### config.mk
export PLATFORM = sky130hd
export DESIGN_NAME = vga_timing_flat
export DESIGN_NICKNAME = d
export VERILOG_FILES = /design/src/rtl/vga_timing_if.sv /design/src/rtl/vga_timing.sv /design/src/flat_wrapper.sv
export SDC_FILE = /design/constraint.sdc
export NUM_CORES = 1
export LEC_CHECK = 0
export ABC_AREA = 0
export BUFFER_PORTS_ARGS = -buffer_cell sky130_fd_sc_hd__clkbuf_2
export CORE_UTILIZATION = 48
export DETAILED_ROUTE_END_ITERATION = 16
export GPL_TIMING_DRIVEN = 0
export HOLD_SLACK_MARGIN = 0.06
export PLACE_DENSITY_LB_ADDON = 0.15
export SETUP_SLACK_MARGIN = 0.5
export SYNTH_ARGS = -nofsm -noshare
export SYNTH_HDL_FRONTEND = slang
export SYNTH_SLANG_ARGS = --single-unit
### constraint.sdc
create_clock -name clk -period 2.3 [get_ports clk]
set_input_delay 0.345 -clock clk [delete_from_list [all_inputs] [get_ports clk]]
set_output_delay 0.345 -clock clk [all_outputs]
set_load 0.01 [all_outputs]
### src/rtl/vga_timing_if.sv
// VGA timing bundle: raster position, sync/blank flags and pixel colour.
interface vga_if;
   logic [10:0] hcount;
   logic [10:0] vcount;
   logic        hsync;
   logic        vsync;
   logic        hblnk;
   logic        vblnk;
   logic [11:0] rgb;

   modport out (output hcount, vcount, hsync, vsync, hblnk, vblnk, rgb);
   modport in  (input  hcount, vcount, hsync, vsync, hblnk, vblnk, rgb);
endinterface

### src/rtl/vga_timing.sv
// VGA raster timing generator: horizontal/vertical counters with registered
// sync and blank flags that are aligned to the counters they describe.
module vga_timing #(
   parameter int unsigned H_ACTIVE = 800,
   parameter int unsigned H_FP     = 40,
   parameter int unsigned H_SYNC   = 128,
   parameter int unsigned H_BP     = 88,
   parameter int unsigned V_ACTIVE = 600,
   parameter int unsigned V_FP     = 1,
   parameter int unsigned V_SYNC   = 4,
   parameter int unsigned V_BP     = 23
) (
   input  logic clk,
   input  logic rst_n,
   input  logic en,
   output logic frame_start,
   vga_if.out   vga_out
);

   localparam int unsigned H_TOTAL = H_ACTIVE + H_FP + H_SYNC + H_BP;
   localparam int unsigned V_TOTAL = V_ACTIVE + V_FP + V_SYNC + V_BP;

   // The counters are 11 bits wide; larger rasters cannot be represented.
   if (H_TOTAL > 2047 || V_TOTAL > 2047) begin : g_bad_total
      $error("vga_timing: H_TOTAL/V_TOTAL must not exceed 2047");
   end

   localparam logic [10:0] H_LAST        = 11'(H_TOTAL - 1);
   localparam logic [10:0] V_LAST        = 11'(V_TOTAL - 1);
   localparam logic [10:0] H_BLANK_START = 11'(H_ACTIVE);
   localparam logic [10:0] H_SYNC_START  = 11'(H_ACTIVE + H_FP);
   localparam logic [10:0] H_SYNC_END    = 11'(H_ACTIVE + H_FP + H_SYNC);
   localparam logic [10:0] V_BLANK_START = 11'(V_ACTIVE);
   localparam logic [10:0] V_SYNC_START  = 11'(V_ACTIVE + V_FP);
   localparam logic [10:0] V_SYNC_END    = 11'(V_ACTIVE + V_FP + V_SYNC);

   logic [10:0] h_q, v_q;
   logic [10:0] h_nxt, v_nxt;
   logic        hsync_q, vsync_q, hblnk_q, vblnk_q, fs_q;
   logic        hsync_nxt, vsync_nxt, hblnk_nxt, vblnk_nxt, fs_nxt;

   // Next raster position: advance one pixel per enabled cycle, wrapping lines and frames.
   always_comb begin
      // NOTE: every output of a combinational block gets a default first so no latch is inferred.
      h_nxt = h_q;
      v_nxt = v_q;
      if (en) begin
         if (h_q == H_LAST) begin
            h_nxt = '0;
            v_nxt = (v_q == V_LAST) ? 11'd0 : v_q + 11'd1;
         end else begin
            h_nxt = h_q + 11'd1;
         end
      end
   end

   // Flags are decoded from the next position so they register in step with the counters.
   always_comb begin
      hblnk_nxt = (h_nxt >= H_BLANK_START);
      hsync_nxt = (h_nxt >= H_SYNC_START) && (h_nxt < H_SYNC_END);
      vblnk_nxt = (v_nxt >= V_BLANK_START);
      vsync_nxt = (v_nxt >= V_SYNC_START) && (v_nxt < V_SYNC_END);
      fs_nxt    = (h_nxt == 11'd0) && (v_nxt == 11'd0);
   end

   // Output registers; reset parks the raster at (0,0) with frame_start raised.
   always_ff @(posedge clk or negedge rst_n) begin
      if (!rst_n) begin
         h_q     <= '0;
         v_q     <= '0;
         hsync_q <= 1'b0;
         vsync_q <= 1'b0;
         hblnk_q <= 1'b0;
         vblnk_q <= 1'b0;
         fs_q    <= 1'b1;
      end else begin
         // NOTE: sequential state uses non-blocking assignment so all registers update together.
         h_q     <= h_nxt;
         v_q     <= v_nxt;
         hsync_q <= hsync_nxt;
         vsync_q <= vsync_nxt;
         hblnk_q <= hblnk_nxt;
         vblnk_q <= vblnk_nxt;
         fs_q    <= fs_nxt;
      end
   end

   assign vga_out.hcount = h_q;
   assign vga_out.vcount = v_q;
   assign vga_out.hsync  = hsync_q;
   assign vga_out.vsync  = vsync_q;
   assign vga_out.hblnk  = hblnk_q;
   assign vga_out.vblnk  = vblnk_q;
   // Pixel content is filled in by downstream stages.
   assign vga_out.rgb    = 12'h000;
   assign frame_start    = fs_q;

endmodule
### src/flat_wrapper.sv
// flat-port wrapper written by rule: the top's interface ports become plain ports
module vga_timing_flat 
#(
   parameter int unsigned H_ACTIVE = 800,
   parameter int unsigned H_FP     = 40,
   parameter int unsigned H_SYNC   = 128,
   parameter int unsigned H_BP     = 88,
   parameter int unsigned V_ACTIVE = 600,
   parameter int unsigned V_FP     = 1,
   parameter int unsigned V_SYNC   = 4,
   parameter int unsigned V_BP     = 23
)
  (clk, rst_n, en, frame_start, vga_out_hcount, vga_out_vcount, vga_out_hsync, vga_out_vsync, vga_out_hblnk, vga_out_vblnk, vga_out_rgb);
  vga_if vga_out_i ();
  input  logic clk;
  input  logic rst_n;
  input  logic en;
  output logic frame_start;
  output wire logic [$bits(vga_out_i.hcount)-1:0] vga_out_hcount;
  output wire logic [$bits(vga_out_i.vcount)-1:0] vga_out_vcount;
  output wire logic [$bits(vga_out_i.hsync)-1:0] vga_out_hsync;
  output wire logic [$bits(vga_out_i.vsync)-1:0] vga_out_vsync;
  output wire logic [$bits(vga_out_i.hblnk)-1:0] vga_out_hblnk;
  output wire logic [$bits(vga_out_i.vblnk)-1:0] vga_out_vblnk;
  output wire logic [$bits(vga_out_i.rgb)-1:0] vga_out_rgb;
  assign vga_out_hcount = vga_out_i.hcount;
  assign vga_out_vcount = vga_out_i.vcount;
  assign vga_out_hsync = vga_out_i.hsync;
  assign vga_out_vsync = vga_out_i.vsync;
  assign vga_out_hblnk = vga_out_i.hblnk;
  assign vga_out_vblnk = vga_out_i.vblnk;
  assign vga_out_rgb = vga_out_i.rgb;
  vga_timing #(.H_ACTIVE(H_ACTIVE), .H_FP(H_FP), .H_SYNC(H_SYNC), .H_BP(H_BP), .V_ACTIVE(V_ACTIVE), .V_FP(V_FP), .V_SYNC(V_SYNC), .V_BP(V_BP)) u_core (.clk(clk), .rst_n(rst_n), .en(en), .frame_start(frame_start), .vga_out(vga_out_i));
endmodule
==> out/results.txt, run 1 <==
Outcome -> complete, but fails checks
Violated checks -> negative setup slack
H-tree depth -> 1
R2R depth -> 7
Nets -> 272
Placer Congestion -> 0.875
Netlist cell types -> 44
Residual DRC count -> 0
Synth cell count leaders -> dfrtp_1, nand2_1, nor2_1, nand3_1, xnor2_1
ANT nets after route -> 0
Post-DR vias/cell -> 5.69
DR WL/cell -> 15.0 microns
Diodes inserted -> 0
Arrival @ worst endpoint -> 2520 ps
Initial core utilization -> 0.515
Largest net degree at the start of global routing -> 28
Net load switching power -> 670 uW
Final hold viol count -> 0
Async SR Flop Fraction -> 1.00
Flop pwr share -> 0.347
Net Sw Frac -> 0.383
Synth area leaders -> dfrtp_1, xnor2_1, buf_4
Final Cell Area -> 2540 sq um
Critical Path, Cell by Cell -> buf_6 -> or4b_4 -> nor4_4 -> nand4_1 -> o2bb2ai_2 -> nand3_2 -> nor4_4
DRT iter0 DRCs -> 167
Top-count cell post-synth -> dfrtp_1
Hold Crit Class -> primary input to asynchronous set/reset pin
Register area share after synthesis -> 0.382
CP max stage cell -> or4b_4
TritonCTS clock tree -> done
Startpoint types -> register
Share of the clock period used by the worst path -> 1.01
Max-slew headroom -> 0.558
Grt ovf -> 0
Fraction of layout cells with a size suffix above 1 -> 0.474
DRT Pass-1 Iters -> 4
Top cell type's share of synthesized area -> 0.367
Placement Setup Slack -> -308 ps
Via total after detailed routing -> 1775
Slew @ Worst Pin -> 664 ps
Fin worst setup slack -> -22.1 ps
Most frequent CP cell -> nor4_4
Initial antenna violation count -> 0
All-Layer GR Usage -> 0.242
Synth area leader -> dfrtp_1
Dpl hpwl -> 2930 microns
Max FO, Critical Path -> 5
CTS Buffer Depth -> 2
Internal power -> 1.08 mW
Slew Limit Fails -> 0
Pwr per Cell Area -> 688 nW/um^2
RSZ-0062 raised after global routing -> yes
Combinational power share -> 0.495
DIE AREA -> 3940 sq um
Clock power frac -> 0.158
Row Count -> 21
Final setup vio count -> 2
Mapped Area -> 1770 sq um
Area Overhead vs Synth -> 43.4%
I/O Pins -> 42
Worst-path clk slew -> 100 ps
Yosys warning total -> 0
Critical path's largest stage delay -> 550 ps
Core area -> 3440 sq um
Root buffer selected by CTS -> clkbuf_8
Max-cap viol count -> 0
First-pass GRT wire length -> 7580 microns
Fillers -> 242
Worst-skew pair later-pin latency -> 270 ps
Leakage -> 1.17 nW
Yosys reg bits -> 27
Worst endpoint required time -> 2500 ps
Vias in the first global route -> 1563
Reg2reg setup slack -> -20 ps
Total CTS buffers -> 3
Num Clock Sinks -> 27
Tmin final -> 2320 ps
Number of flops mapped to enable cells by yosys -> 0
F_max -> 431 MHz
Die Ht -> 62.8 microns
Crit. End Element -> register
Final Core Density -> 0.738
Clk_skew -> 5.20 ps
Avg Synthesized Cell Area -> 8.90 sq um
VDD IR max -> 0.552 mV
Final wirelength -> 4670 microns
Cell Area, Placed -> 2030 sq um
Main synth FF type -> dfrtp_1
Die width -> 62.8 microns
CP Class -> register to register
I/O Buffers -> 29
Synth Instances -> 199
[path summary, 6_finish.rpt]
kind	from	end
max	u_core.vga_out.hcount[5]$_DFF_PN0_	u_core.frame_start$_DFF_PN1_
min	rst_n	u_core.vga_out.vcount[4]$_DFF_PN0_
max reg2reg	u_core.vga_out.hcount[5]$_DFF_PN0_	u_core.frame_start$_DFF_PN1_
min reg2reg	u_core.vga_out.vcount[0]$_DFF_PN0_	u_core.vga_out.vcount[0]$_DFF_PN0_
max in group asynchronous	rst_n	u_core.vga_out.hcount[0]$_DFF_PN0_
min in group clk	u_core.vga_out.vcount[0]$_DFF_PN0_	u_core.vga_out.vcount[0]$_DFF_PN0_
[cell usage in the layout, fill, tap and decap left out, drive strengths merged, types with 2 or more instances in the layout]
master / netlist / routed
a21oi: 4 / 4
a2bb2oi: 2 / 2
a31oi: 2 / 2
a41oi: 2 / 2
and2: 2 / 2
and3: 5 / 5
and4: 3 / 3
buf: 13 / 37
clkbuf: 6 / 37
conb: 1 / 12
dfrtp: 26 / 26
ha: 2 / 2
inv: 8 / 8
nand2: 16 / 16
nand2b: 2 / 2
nand3: 15 / 15
nand4: 8 / 8
nor2: 16 / 16
nor3: 8 / 8
nor3b: 2 / 2
nor4: 6 / 6
nor4b: 2 / 2
o2111ai: 2 / 2
o211ai: 3 / 3
o21ai: 7 / 7
or2: 2 / 2
or3: 4 / 4
xnor2: 15 / 15
xor2: 4 / 4
[area by class of cell]
cell class	instances	area [sq um]	area share
flip-flops and latches	27	687	0.270
clock buffers	3	41.3	0.0163
multi-input cells	156	1250	0.491
repair buffers	52	325	0.128
well taps	46	57.6	0.0227
plain buffers	19	148	0.0581
clock inverters	1	5.00	0.00197
inverters	8	30.0	0.0118
[metrics by stage]
| stage | std cells | power (mW) | hold slack [ps] | TNS, ps |
|---|---|---|---|---|
| 2_1_floorplan | 210 | 0.979 | 49.4 | -34.9 |
| 3_3_place_gp | 285 | 1.13 | 409 | -727 |
| 3_5_place_dp | 285 | 1.13 | 410 | -779 |
| 4_1_cts | 308 | 1.67 | 113 | 0 |
| 5_1_grt | 312 | 1.83 | 153 | -248 |
| 6_report | 312 | 1.75 | 84.4 | -27.7 |
[registers in the layout (all words and copies together) (netlist names)]
signal	cells
u_core.vga_out.hcount	11
u_core.vga_out.vcount	11
u_core.vga_out.hblnk	1
u_core.vga_out.vsync	1
u_core.frame_start	1
u_core.vga_out.hsync	1
u_core.vga_out.vblnk	1
[per-layer routing]
metal,global-route usage,part of all wire,vias up
li1,-,-,828
met1,0.344,0.44,862
met2,0.391,0.48,79
met3,0.0383,0.063,6
met4,0.0465,0.0066,0
met5,0,0,-
[critical path, delay by kind of cell (launching register included)]
family	cells	cell delay [ps]
flip-flops	1	400
AO/OA/AOI/OAI	1	210
AND/OR/NAND/NOR	5	1510
buffers and inverters	1	130
[power by group through the flow]
stage | Clock [mW] | Sequential, mW | Combinational, mW
final | 0.276 | 0.606 | 0.866
after global routing | 0.294 | 0.614 | 0.926
after CTS | 0.274 | 0.604 | 0.788
after detailed placement | 0 | 0.643 | 0.491
after global placement | 0 | 0.641 | 0.484
after floorplan | 0 | 0.654 | 0.325
[timing repair]
action | CTS | global route
setup endpoints to repair | 19 | 19
pin swaps | 19 | 11
setup buffers | 19 | 4
gates resized for setup | 48 | 22
hold buffers | 0 | 0
[kinds of logic (layout without fill, tap and decap cells)]
logic type | count (synthesis) | in the layout | share of synthesized area
other cells | 1 | 12 | 0.00212
xor+xnor | 19 | 19 | 0.0939
mux | 1 | 1 | 0.00565
buf+inv | 27 | 83 | 0.0869
fa+ha+maj | 2 | 2 | 0.0141
simple gates | 95 | 95 | 0.312
compound gates | 27 | 27 | 0.103
flops | 27 | 27 | 0.382
(Power assumes the default switching activity.)
==> run 2, diff against run 1 <==
--- a/config.mk
+++ b/config.mk
@@ -7,12 +7,13 @@
 export LEC_CHECK = 0
 export ABC_AREA = 0
 export BUFFER_PORTS_ARGS = -buffer_cell sky130_fd_sc_hd__clkbuf_2
-export CORE_UTILIZATION = 48
+export CORE_UTILIZATION = 53
 export DETAILED_ROUTE_END_ITERATION = 16
 export GPL_TIMING_DRIVEN = 0
 export HOLD_SLACK_MARGIN = 0.06
 export PLACE_DENSITY_LB_ADDON = 0.15
 export SETUP_SLACK_MARGIN = 0.5
+export SKIP_CTS_REPAIR_TIMING = 1
 export SYNTH_ARGS = -nofsm -noshare
 export SYNTH_HDL_FRONTEND = slang
 export SYNTH_SLANG_ARGS = --single-unit
==> constraint.sdc (replaced) <==
create_clock -name clk -period 2.25 [get_ports clk]
set_input_delay 0.3375 -clock clk [delete_from_list [all_inputs] [get_ports clk]]
set_output_delay 0.3375 -clock clk [all_outputs]
set_load 0.01 [all_outputs]
==> run 2 against run 1 <==
The flow still finishes with violations (negative setup slack). First-iteration DRC count down 25%. Routed wire length rose by 14%. Largest power group unchanged. Register-to-register slack got worse by 290 ps. Clock skew is 2.3 ps higher. Clock power shrank 23%. Critical endpoint unchanged. Critical path type unchanged. Count of clock-buffer cells in the layout stayed put. Fmax fell by 9.5%. Power decreased by 2.8%. Combinational power fell by 6.4%. Core utilization is 7.3 points higher. Flip-flop and latch count did not move.
==> out/results.txt, run 2 (synthesis results as in run 1) <==
CP max stage cell -> or4bb_4
DR WL/cell -> 17.1 microns (+14%)
Fillers -> 202 (-17%)
Worst path buffer plus inverter count -> 0 (-1)
Startpoint types -> register
Final Core Density -> 0.811 (+0.0734)
Crit. End Element -> register
Critical Path, Cell by Cell -> ha_2 -> nor4b_4 -> and3_1 -> o211ai_1 -> or4bb_4 -> nor4_4
Grt ovf -> 0 (unchanged)
DRT Pass-1 Iters -> 4 (unchanged)
Tmin final -> 2570 ps (+243 ps)
Row Count -> 20 (-4.8%)
Final setup vio count -> 3 (+1)
Diodes inserted -> 0 (unchanged)
Slew @ Worst Pin -> 669 ps (+5.52 ps)
Placer Congestion -> 0.902 (+3.0%)
Crit path launch -> u_core.vga_out.vcount[0]$_DFF_PN0_
Final wirelength -> 5320 microns (+14%)
Met1 Usage GRT -> 0.343 (-0.000844)
Leakage -> 1.16 nW (-1.0%)
DRT iter0 DRCs -> 126 (-25%)
Multi-input logic area -> 1250 sq um (+0.30%)
I/O Pins -> 42 (unchanged)
Met2 Resource Use GR -> 0.356 (-0.0357)
Total CTS buffers -> 3 (unchanged)
F_max -> 390 MHz (-9.5%)
Critical path's largest stage delay -> 570 ps (+20 ps)
GR Util met3 -> 0.0411 (+0.00280)
Final hold viol count -> 0 (unchanged)
First-pass GRT wire length -> 6290 microns (-17%)
ANT nets after route -> 0 (unchanged)
Arrival @ worst endpoint -> 2810 ps (+290 ps)
Pwr per Cell Area -> 675 nW/um^2 (-1.9%)
Cell count along the critical path -> 6 (-1)
CP top delay family -> simple AND/OR/NAND/NOR gates
Outcome -> complete, but fails checks
Dpl hpwl -> 2920 microns (-0.36%)
Highest-count cells in the layout ignoring fill and taps -> buf_4, clkbuf_2, dfrtp_1
Area Overhead vs Synth -> 42.1%
Clk_skew -> 7.52 ps (+2.32 ps)
Die width -> 59.8 microns (-4.7%)
Hold Crit Class -> primary input to asynchronous set/reset pin
Worst endpoint required time -> 2500 ps (about the same)
Fraction of layout cells with a size suffix above 1 -> 0.481 (+0.00752)
Max-slew headroom -> 0.554 (-0.00368)
Initial antenna violation count -> 0 (unchanged)
Max FO, Critical Path -> 9 (+4)
Violated checks -> negative setup slack
TritonCTS clock tree -> done
Share of the clock period used by the worst path -> 1.14 (+0.131)
H-tree depth -> 1 (unchanged)
Post-DR vias/cell -> 5.92 (+4.0%)
Register area -> 688 sq um (+0.18%)
Root buffer selected by CTS -> clkbuf_4
RSZ-0062 raised after global routing -> yes
Die Ht -> 59.8 microns (-4.7%)
VDD IR max -> 0.610 mV (+10%)
Num Clock Sinks -> 27 (unchanged)
I/O Buffers -> 29 (unchanged)
Fin worst setup slack -> -315 ps (-293 ps)
Max-cap viol count -> 0 (unchanged)
Power, Total -> 1.70 mW (-2.8%)
Most common cell after layout, fill and taps aside -> buf_4
R2r startpoint -> u_core.vga_out.vcount[0]$_DFF_PN0_
Via total after detailed routing -> 1834 (+3.3%)
Slew Limit Fails -> 0 (unchanged)
Largest net degree at the start of global routing -> 28 (unchanged)
CP Class -> register to register
Busiest grt layer -> met2
Nets -> 272 (unchanged)
R2R depth -> 6 (-1)
All-Layer GR Usage -> 0.236 (-0.00592)
Vias in the first global route -> 1360 (-13%)
Core area -> 3100 sq um (-9.9%)
Worst-path clk slew -> 140 ps (+40 ps)
CTS Buffer Depth -> 2 (unchanged)
Worst-skew pair later-pin latency -> 340 ps (+70 ps)
Initial core utilization -> 0.571 (+0.0562)
DIE AREA -> 3580 sq um (-9.2%)
Residual DRC count -> 0 (unchanged)
run 2: metrics by stage:
step	hold slack, ps	instances	setup slack, ps	TNS [ps]	instance area [sq um]
final	549	310	-315	-666	2520
after global routing	592	310	-364	-821	2520
after CTS	13.8	287	-533	-1350	2050
after detailed placement	399	283	-486	-1130	2020
after global placement	398	283	-462	-970	2020
after floorplan	41.9	210	-84.9	-84.9	1820
run 2: layout make-up:
type / instances / share of cell area
Buffer: 19 / 0.0567
Clock buffer: 3 / 0.00895
Clock inverter: 1 / 0.00199
Inverter: 8 / 0.0119
Multi-Input combinational cell: 156 / 0.497
Sequential cell: 27 / 0.273
Tap cell: 44 / 0.0219
Timing Repair Buffer: 52 / 0.129
run 2: power by group:
group / leakage [nW] / internal (mW) / switching [mW] / total, mW
registers: 0.334 / 0.556 / 0.119 / 0.675
clock network: 0.0177 / 0.0671 / 0.145 / 0.212
logic: 0.810 / 0.383 / 0.428 / 0.811
total: 1.16 / 1.01 / 0.692 / 1.70
run 2: worst paths after layout:
path | endpoint | slack, ps
worst max-delay path | u_core.frame_start$_DFF_PN1_ | -320
worst min-delay path | u_core.vga_out.vcount[4]$_DFF_PN0_ | 550
worst max register to register | u_core.frame_start$_DFF_PN1_ | -320
worst min register to register | u_core.vga_out.hcount[2]$_DFF_PN0_ | 580
max in group asynchronous | u_core.vga_out.hcount[9]$_DFF_PN0_ | 1220
min in group clk | u_core.vga_out.hcount[2]$_DFF_PN0_ | 580
run 2: worst reg2reg max path: stages (launching register included):
cell and delay [ps]:
dfrtp_2 500, ha_2 310, nor4b_4 300, and3_1 270
o211ai_1 210, or4bb_4 570, nor4_4 310
run 2: per-layer routing:
| layer | routed length (microns) | part of all wire | vias to the layer above |
|---|---|---|---|
| li1 | - | - | 827 |
| met1 | 2150 | 0.40 | 867 |
| met2 | 2590 | 0.49 | 114 |
| met3 | 387 | 0.073 | 26 |
| met4 | 198 | 0.037 | 0 |
| met5 | 0 | 0 | - |
==> run 3, diff against run 2 <==
--- a/config.mk
+++ b/config.mk
@@ -7,7 +7,9 @@
 export LEC_CHECK = 0
 export ABC_AREA = 0
 export BUFFER_PORTS_ARGS = -buffer_cell sky130_fd_sc_hd__clkbuf_2
-export CORE_UTILIZATION = 53
+export CELL_PAD_IN_SITES_DETAIL_PLACEMENT = 1
+export CELL_PAD_IN_SITES_GLOBAL_PLACEMENT = 1
+export CORE_UTILIZATION = 40
 export DETAILED_ROUTE_END_ITERATION = 16
 export GPL_TIMING_DRIVEN = 0
 export HOLD_SLACK_MARGIN = 0.06
==> run 3 against run 2 <==
The flow still finishes with violations (negative setup slack). Register-to-register slack improved by 20 ps. Clock skew fell by 1.5 ps. Combinational power fell by 5.3%. Sequential power barely moved. Global-route usage fell by 1.7 points. Fmax rose by 0.80%. Core utilization fell by 20 points. First-iteration DRC count fell by 29%. Critical endpoint is now u_core.vga_out.vsync$_DFF_PN0_. Largest cell class unchanged.
==> out/results.txt, run 3 (synthesis results as in run 1) <==
Share of the clock period used by the worst path -> 1.13 (-0.00909)
RSZ-0062 raised after global routing -> yes
Slew @ Worst Pin -> 708 ps (+39.1 ps)
R2r startpoint -> u_core.vga_out.hcount[5]$_DFF_PN0_
Initial core utilization -> 0.431 (-0.140)
Most common cell after layout, fill and taps aside -> clkbuf_2
Power, Total -> 1.73 mW (+2.0%)
Root buffer selected by CTS -> clkbuf_8
Worst-path clk slew -> 100 ps (-40 ps)
CTS Buffer Depth -> 2 (unchanged)
Internal power -> 1.05 mW (+4.5%)
Flop pwr share -> 0.388 (-0.010)
Worst Hold Margin -> 85.9 ps (-463 ps)
Post-DR vias/cell -> 5.55 (-6.3%)
Fin cells -> 317 (+2.3%)
TritonCTS clock tree -> done
Num Clock Sinks -> 27 (unchanged)
Fillers -> 497 (+150%)
Critical Path, Cell by Cell -> buf_6 -> or4b_4 -> buf_4 -> nor4_1 -> xnor2_1 -> or3_1 -> nor4_2
Residual DRC count -> 0 (unchanged)
Clock power frac -> 0.169 (+0.044)
Core area -> 4120 sq um (+33%)
Dpl hpwl -> 3570 microns (+22%)
Largest net degree at the start of global routing -> 28 (unchanged)
Arrival @ worst endpoint -> 2740 ps (-70 ps)
Placer Congestion -> 0.873 (-3.1%)
Via total after detailed routing -> 1758 (-4.1%)
Vias in the first global route -> 1483 (+9.0%)
DRT iter0 DRCs -> 89 (-29%)
F_max -> 393 MHz (+0.80%)
Hold Crit Class -> primary input to asynchronous set/reset pin
Final Cell Area -> 2510 sq um (-0.35%)
I/O Buffers -> 29 (unchanged)
Placement Setup Slack -> -374 ps (+113 ps)
Total CTS buffers -> 3 (unchanged)
Highest-count cells in the layout ignoring fill and taps -> clkbuf_2, buf_4, dfrtp_1
Cell Area, Placed -> 2030 sq um (+0.37%)
Register area -> 688 sq um (unchanged)
Initial antenna violation count -> 0 (unchanged)
Tmin final -> 2550 ps (-20.5 ps)
Pwr per Cell Area -> 690 nW/um^2 (+2.4%)
Worst endpoint required time -> 2440 ps (-60 ps)
Violated checks -> negative setup slack
Critical path's largest stage delay -> 540 ps (-30 ps)
Final wirelength -> 6000 microns (+13%)
H-tree depth -> 1 (unchanged)
Area Overhead vs Synth -> 41.6%
Leakage -> 1.15 nW (-0.69%)
I/O Pins -> 42 (unchanged)
Clk_skew -> 6.04 ps (-1.48 ps)
Outcome -> complete, but fails checks
Max FO, Critical Path -> 5 (-4)
Die width -> 68.6 microns (+15%)
Nets -> 273 (+0.37%)
Diodes inserted -> 0 (unchanged)
Slew Limit Fails -> 0 (unchanged)
Multi-input logic area -> 1200 sq um (-4.0%)
Reg2reg setup slack -> -300 ps (+20 ps)
Row Count -> 23 (+15%)
TNS Setup -> -763 ps (-96.7 ps)
DIE AREA -> 4700 sq um (+31%)
DRT Pass-1 Iters -> 4 (unchanged)
Net load switching power -> 681 uW (-1.7%)
Crit. End Element -> register
Final Core Density -> 0.610 (-0.202)
Die Ht -> 68.6 microns (+15%)
CP Class -> register to register
Max-slew headroom -> 0.528 (-0.0261)
ANT nets after route -> 0 (unchanged)
Fin worst setup slack -> -295 ps (+20.5 ps)
CP max stage cell -> or4b_4
Max-cap viol count -> 0 (unchanged)
RR Endpoint -> u_core.vga_out.vsync$_DFF_PN0_
Grt ovf -> 0 (unchanged)
Dpl cells -> 289 (+2.1%)
Combinational power share -> 0.443 (-0.035)
Net Sw Frac -> 0.393 (-0.0147)
Fraction of layout cells with a size suffix above 1 -> 0.476 (-0.00555)
DR WL/cell -> 18.9 microns (+10%)
Final setup vio count -> 3 (unchanged)
Worst-skew pair later-pin latency -> 280 ps (-60 ps)
R2R depth -> 7 (+1)
VDD IR max -> 0.519 mV (-15%)
All-Layer GR Usage -> 0.219 (-0.0170)
Startpoint types -> register
Final hold viol count -> 0 (unchanged)
First-pass GRT wire length -> 7530 microns (+20%)
run 3: cell types whose count changed in the layout (fill, tap and decap cells not counted), moves of 2 or more:
| cell | delta |
|---|---|
| nor4_1 | +2 |
| nand3_2 | -3 |
| nor4_4 | -2 |
| clkbuf_4 | -3 |
| buf_4 | -2 |
| nand3_1 | +2 |
| buf_6 | +3 |
| clkbuf_8 | +3 |
| o21ai_1 | -2 |
run 3: metal layers:
metal / vias to the layer above / GRT usage / share of wire
met2: 42 / 0.343 / 0.50
met3: 8 / 0.0263 / 0.032
met1: 875 / 0.312 / 0.45
met4: 0 / 0.0729 / 0.016
li1: 833 / - / -
met5: - / 0 / 0
run 3: how the worst max path moves through the flow:
stage,cells past startpoint,startpoint,slack [ps],to
2_1_floorplan,7,u_core.vga_out.hcount[5]$_DFF_PN0_,-80,u_core.vga_out.vsync$_DFF_PN0_
3_3_place_gp,9,u_core.vga_out.hcount[1]$_DFF_PN0_,-400,u_core.frame_start$_DFF_PN1_
3_5_place_dp,8,u_core.vga_out.hcount[5]$_DFF_PN0_,-370,u_core.frame_start$_DFF_PN1_
4_1_cts,8,u_core.vga_out.hcount[5]$_DFF_PN0_,-410,u_core.frame_start$_DFF_PN1_
5_1_grt,7,u_core.vga_out.hcount[5]$_DFF_PN0_,-380,u_core.vga_out.vsync$_DFF_PN0_
6_report,7,u_core.vga_out.hcount[5]$_DFF_PN0_,-300,u_core.vga_out.vsync$_DFF_PN0_
run 3: critical path: cells and delay by family, from the launching register on:
kind | cells | cell delay, ps
AND/OR/NAND/NOR | 4 | 1510
flip-flops | 1 | 410
buffers and inverters | 2 | 320
XOR/XNOR | 1 | 220
run 3: area by class of cell:
| cell class | instances | share of cell area |
|---|---|---|
| clock buffer | 3 | 0.0165 |
| buffer | 19 | 0.0574 |
| clock inverter | 1 | 0.00200 |
| timing repair buffer | 53 | 0.135 |
| inverter | 8 | 0.0120 |
| tap | 50 | 0.0249 |
| multi-input combinational | 156 | 0.478 |
| sequential | 27 | 0.274 |
run 3: power by group through the flow:
stage	logic, mW	clock network, mW	registers (mW)
6_report	0.768	0.292	0.672
5_1_grt	0.821	0.314	0.684
4_1_cts	0.519	0.295	0.653
3_5_place_dp	0.515	0	0.663
3_3_place_gp	0.498	0	0.658
2_1_floorplan	0.332	0	0.669
